## config.mk

```make
export PLATFORM = sky130hd
export DESIGN_NAME = addsub_pipe
export DESIGN_NICKNAME = d
export VERILOG_FILES = /design/src/rtl/addsub_pipe_pkg.sv /design/src/rtl/addsub_seg.sv /design/src/rtl/addsub_pipe.sv
export SDC_FILE = /design/constraint.sdc
export NUM_CORES = 1
export LEC_CHECK = 0
export ABC_AREA = 1
export CORE_MARGIN = 1.5
export CORE_UTILIZATION = 50
export DETAILED_ROUTE_END_ITERATION = 8
export MAX_ROUTING_LAYER = met4
export PLACE_DENSITY = 0.7
export SLEW_MARGIN = 5
export SYNTH_ARGS = -nofsm -noshare
export SYNTH_HDL_FRONTEND = slang
export SYNTH_SLANG_ARGS = --single-unit
```

## constraint.sdc

```tcl
create_clock -name clk -period 3.2 [get_ports clk]
set_input_delay 0.32 -clock clk [delete_from_list [all_inputs] [get_ports clk]]
set_output_delay 0.32 -clock clk [all_outputs]
set_load 0.03 [all_outputs]
```

## src/rtl/addsub_pipe_pkg.sv

```systemverilog
// Shared definitions for the pipelined add/sub: op encodings and
// segment/pipeline-depth helpers.
package addsub_pipe_pkg;

    localparam int unsigned DEF_W   = 16;
    localparam int unsigned DEF_SEG = 4;

    typedef enum logic [1:0] {
        OP_ADD = 2'b00,
        OP_SUB = 2'b01,
        OP_ADC = 2'b10,
        OP_SBC = 2'b11
    } op_e;

    function automatic int unsigned calc_nseg(input int unsigned w, input int unsigned seg);
        return w / seg;
    endfunction

    function automatic bit seg_legal(input int unsigned w, input int unsigned seg);
        return (seg != 0) && (seg <= w) && ((w % seg) == 0);
    endfunction

endpackage

```

## src/rtl/addsub_seg.sv

```systemverilog
// Combinational SEG-bit carry-lookahead slice; every carry is a flat
// sum-of-products of generate/propagate terms and the slice carry-in.
module addsub_seg #(
    parameter int unsigned SEG = 4
) (
    input  logic [SEG-1:0] a,
    input  logic [SEG-1:0] b2,
    input  logic           cin,
    output logic [SEG-1:0] sum,
    output logic           cout,
    output logic           c_msb_in
);

    logic [SEG-1:0] w_g;
    logic [SEG-1:0] w_p;
    logic [SEG:0]   w_c;

    assign w_g = a & b2;
    assign w_p = a ^ b2;

    // c[i+1] = g[i] | p[i]g[i-1] | ... | p[i..0]cin
    always_comb begin
        logic acc;
        logic prop;
        acc    = 1'b0;
        prop   = 1'b0;
        w_c    = '0;
        w_c[0] = cin;
        for (int i = 0; i < int'(SEG); i++) begin
            acc  = w_g[i];
            prop = w_p[i];
            for (int j = i - 1; j >= 0; j--) begin
                acc  = acc | (prop & w_g[j]);
                prop = prop & w_p[j];
            end
            w_c[i+1] = acc | (prop & cin);
        end
    end

    assign sum      = w_p ^ w_c[SEG-1:0];
    assign cout     = w_c[SEG];
    assign c_msb_in = w_c[SEG-1];

endmodule

```

## src/rtl/addsub_pipe.sv

```systemverilog
// Pipelined two's-complement add/sub: one CLA segment per stage, registered
// inter-segment carry, valid/ready on both sides, ADC/SBC via stored carry.
module addsub_pipe
    import addsub_pipe_pkg::*;
#(
    parameter int unsigned W   = DEF_W,
    parameter int unsigned SEG = DEF_SEG
) (
    input  logic         clk,
    input  logic         rst,
    input  logic         in_valid,
    output logic         in_ready,
    input  logic [W-1:0] A,
    input  logic [W-1:0] B,
    input  logic [1:0]   op,
    output logic         out_valid,
    input  logic         out_ready,
    output logic [W-1:0] S,
    output logic         C,
    output logic         V,
    output logic         Z,
    output logic         N
);

    localparam int unsigned NSEG = calc_nseg(W, SEG);

    if (!seg_legal(W, SEG)) begin : g_bad_seg
        $error("addsub_pipe: W must be a non-zero multiple of SEG");
    end

    logic            w_en;
    logic            w_any_vld;
    logic            w_accept;
    logic            w_chain;
    logic            w_inv;
    logic            w_cin0;
    logic [W-1:0]    w_b2;

    // Per-stage inputs: remaining A/B2 right-aligned, partial sum filling from the top.
    logic [W-1:0]    w_a_in  [NSEG];
    logic [W-1:0]    w_b_in  [NSEG];
    logic [W-1:0]    w_s_in  [NSEG];
    logic            w_c_in  [NSEG];
    logic            w_v_in  [NSEG];
    logic [SEG-1:0]  w_sum   [NSEG];
    logic            w_cout  [NSEG];
    logic            w_cmsb  [NSEG];
    logic [W-1:0]    w_s_nxt [NSEG];

    logic [W-1:0]    r_a [NSEG];
    logic [W-1:0]    r_b [NSEG];
    logic [W-1:0]    r_s [NSEG];
    logic            r_c [NSEG];
    logic [NSEG-1:0] r_vld;
    logic            r_v;
    logic            r_z;
    logic            r_n;
    logic            r_cflag;

    assign w_any_vld = |r_vld;
    assign w_en      = !r_vld[NSEG-1] || out_ready;
    assign w_chain   = (op == OP_ADC) || (op == OP_SBC);
    assign w_inv     = (op == OP_SUB) || (op == OP_SBC);
    assign in_ready  = w_en && !(w_chain && w_any_vld);
    assign w_accept  = in_valid && in_ready;
    assign w_b2      = B ^ {W{w_inv}};
    assign w_cin0    = w_chain ? r_cflag : w_inv;

    for (genvar k = 0; k < int'(NSEG); k++) begin : g_stg
        if (k == 0) begin : g_first
            assign w_a_in[k] = A;
            assign w_b_in[k] = w_b2;
            assign w_s_in[k] = '0;
            assign w_c_in[k] = w_cin0;
            assign w_v_in[k] = w_accept;
        end else begin : g_next
            assign w_a_in[k] = r_a[k-1];
            assign w_b_in[k] = r_b[k-1];
            assign w_s_in[k] = r_s[k-1];
            assign w_c_in[k] = r_c[k-1];
            assign w_v_in[k] = r_vld[k-1];
        end

        addsub_seg #(.SEG(SEG)) u_seg (
            .a        (w_a_in[k][SEG-1:0]),
            .b2       (w_b_in[k][SEG-1:0]),
            .cin      (w_c_in[k]),
            .sum      (w_sum[k]),
            .cout     (w_cout[k]),
            .c_msb_in (w_cmsb[k])
        );

        assign w_s_nxt[k] = (w_s_in[k] >> SEG) | (W'(w_sum[k]) << (W - SEG));
    end

    // Whole pipeline advances or holds together; the last stage is the output.
    always_ff @(posedge clk) begin
        if (rst) begin
            for (int unsigned k = 0; k < NSEG; k++) begin
                r_a[k] <= '0;
                r_b[k] <= '0;
                r_s[k] <= '0;
                r_c[k] <= 1'b0;
            end
            r_vld   <= '0;
            r_v     <= 1'b0;
            r_z     <= 1'b0;
            r_n     <= 1'b0;
            r_cflag <= 1'b0;
        end else if (w_en) begin
            for (int unsigned k = 0; k < NSEG; k++) begin
                r_a[k]   <= w_a_in[k] >> SEG;
                r_b[k]   <= w_b_in[k] >> SEG;
                r_s[k]   <= w_s_nxt[k];
                r_c[k]   <= w_cout[k];
                r_vld[k] <= w_v_in[k];
            end
            r_v <= w_cmsb[NSEG-1] ^ w_cout[NSEG-1];
            r_z <= (w_s_nxt[NSEG-1] == '0);
            r_n <= w_s_nxt[NSEG-1][W-1];
            if (w_v_in[NSEG-1]) begin
                r_cflag <= w_cout[NSEG-1];
            end
        end
    end

    assign out_valid = r_vld[NSEG-1];
    assign S         = r_s[NSEG-1];
    assign C         = r_c[NSEG-1];
    assign V         = r_v;
    assign Z         = r_z;
    assign N         = r_n;

endmodule

```

==> metrics.cfg <==
[placement]
routabilityCongestion=0.7782
dp_cells=623
place_area_mm2=0.005443
dp.final_hpwl_um=4908
portBuffers=59

[synthesis]
ys_seq_area_frac=0.6180
synth_seq_cells=100
synth_compound_area_frac=0.03730
synth_nets=517
ys_warn_count=0
synth-xor-area-share=0.03519
syn_inst=459
synthMuxAreaShare=0
synth_top_family_by_area=simple AND/OR/NAND/NOR gates
syn_area_mm2=0.004730
synth_cell_types=27
synthSimpleGateAreaFrac=0.1574
synth_fa_ha_area_frac=0.05926
avgSynthCellArea_um2=10.30

[power]
seqPwrFrac=0.569
power.leakage_nw=2.466
power_frac_clock=0.296
p_switching_mw=0.6724
p_per_area_mw_per_mm2=483.7
vdd_drop_max_v=0.0002865
power.share.combinational=0.136
p_int_mw=2.057
switching_share=0.2464

[clocking]
ctsResizeCount=0
insertion_delay_ns=0.37
cts.clk_slew.worst_paths_ns=0.09
cts_tree=built
cts-buffers-inserted=9
cts-root-buf=clkbuf_8
post_cts_buffers=0
holdBufCountCts=0
cts_sinks=100
clockBufferDepth=2
htree_levels=3

[setup_path]
reg2reg_from=r_vld[3]
worstSetupEndpointType=register
r2r-end=r_b[0][2]
path_class=input port to register
arrival_ns=2.31
required_ns=3.33
critPathMaxFanout=9
reg2reg_depth=4
reg2reg_setup_slack_ns=1.31
setup.worst_path.start_class=input port

[min_path]
whs_endpoint=N
hold_start=N
holdPathStages=2
hp-class=register to register

[floorplanning]
die_area_mm2=0.01005
ios=60
die_w_um=100.3
start_util=0.5143
coreArea_mm2=0.009196
die_h_um=100.3
rows=35

[drt]
vias_per_cell=4.745
drc=0
drt-initial-drc-count=113
wl_per_cell_um=11.09
antenna_left=0
first_pass_iters=4
via_count=3032
routed_wl_um=7084

[timing]
drv_slew=0
tightest_slew_ns=0.5423
post-route-period-util=0.6806
fmax_mhz=459.1
max-slew-margin-rel=0.6373
rsz0062_at_grt=false
period_needed_ns=2.178
fin_skew_ns=0.008821
setup_viol=0
hold_viol=0
fin_setup_tns_ns=0

[final_layout]
final_area_mm2=0.005642
fin_cells=639
fillers=772
layout_common_cells=103 x nor2_1, 95 x inv_1, 92 x edfxtp_1
n_antenna_cell=0
drive_gt1_frac=0.05682
layout_commonest_cell=nor2_1
area_growth_pct=19.29
finalNetCount=581

[run]
cap_violations=0

[run_status]
status=complete, no violations

[global_routing]
grt_pass1_wl_um=11920
grt_pass1_vias=2770
grt_max_degree=42
overflow=0
grtUsageTotal=0.1575
antenna_found_initial=0

-- worst max-delay path, stage by stage --
cell             delay, ns
clkdlybuf4s50_1       0.69
xor2_1                0.29
ha_1                  0.38
nand2_1               0.10
inv_1                 0.07
a21oi_1               0.23
nand3_1               0.12
nand2_1               0.07
nor2_1                0.04
-- synth_stat cells, drive strengths merged --
| cell | number | share of area |
|---|---|---|
| dfxtp | 8 | 0.034 |
| xnor2 | 14 | 0.026 |
| a41oi | 2 | 0.0037 |
| xor2 | 5 | 0.0093 |
| o21ai | 4 | 0.0066 |
| and3 | 1 | 0.0013 |
| nor2 | 104 | 0.083 |
| a21oi | 20 | 0.021 |
| o22ai | 2 | 0.0026 |
| edfxtp | 92 | 0.58 |
| nand3b | 1 | 0.0016 |
| nand4 | 5 | 0.0066 |
| a21o | 2 | 0.0032 |
| buf | 12 | 0.016 |
| nand2 | 47 | 0.040 |
| inv | 97 | 0.077 |
| nand3 | 21 | 0.022 |
| and2 | 2 | 0.0026 |
| ha | 16 | 0.042 |
| fa | 4 | 0.017 |
-- per-stage QoR --
step	setup WS, ns	utilization	hold WS [ns]	total power [mW]
after global routing	0.8819	0.6135	0.4951	2.855
final	1.022	0.6135	0.4697	2.729
after CTS	1.018	0.6135	0.4706	2.749
after detailed placement	0.7243	0.5918	0.4577	1.951
after floorplan	0.2778	-	0.3891	1.825
after global placement	0.8227	0.5918	0.4552	1.939
-- area by class of cell --
type	instances	area, um^2	area share
clock buffers	10	127.6	0.02262
inverters	97	365.4	0.06476
well taps	111	138.9	0.02462
flip-flops and latches	100	2923	0.5181
repair buffers	65	648.1	0.1149
clock inverters	6	71.32	0.01264
multi-input cells	250	1368	0.2424
-- state kept, by name (all words and copies together) (netlist names) --
name and flops:
Z 1, r_a 24, r_cflag 1, r_s 40, r_c 4, V 1, r_vld 4, N 1
r_b 24
-- how the worst max path moves through the flow --
stage          cells past startpoint  startpoint    endpoint  slack, ns
6_report                           9       op[0]  r_s[0][15]       1.02
3_5_place_dp                       9       op[0]  r_s[0][15]       0.72
3_3_place_gp                       9       op[0]  r_s[0][15]       0.82
5_1_grt                            6   out_ready    in_ready       0.88
2_1_floorplan                      3    r_vld[3]   r_a[0][0]       0.28
4_1_cts                            6   out_ready    in_ready       1.02
-- logic make-up (layout without fill, tap and decap cells) --
| kind of cell | count (synthesis) | after routing |
|---|---|---|
| xor+xnor | 19 | 19 |
| simple gates | 181 | 181 |
| fa+ha+maj | 20 | 20 |
| compound gates | 30 | 30 |
| buf+inv | 109 | 178 |
| flops | 100 | 100 |
-- routing by layer --
metal  share of wire  vias to the layer above  track usage
met5               0                        -            -
met4           0.022                        0      0.08017
met3           0.040                       15      0.02507
met2            0.47                       79       0.2575
met1            0.47                     1352       0.1904
li1                -                     1586            -
-- power by group through the flow --
| stage | Clock (mW) | Combinational (mW) | Sequential, mW |
|---|---|---|---|
| detailed placement | 0 | 0.368 | 1.58 |
| global route | 0.876 | 0.419 | 1.56 |
| CTS | 0.825 | 0.372 | 1.55 |
| finish | 0.807 | 0.370 | 1.55 |
| global placement | 0 | 0.360 | 1.58 |
| floorplan | 0 | 0.220 | 1.61 |
Power figures use the tool's default switching activity.
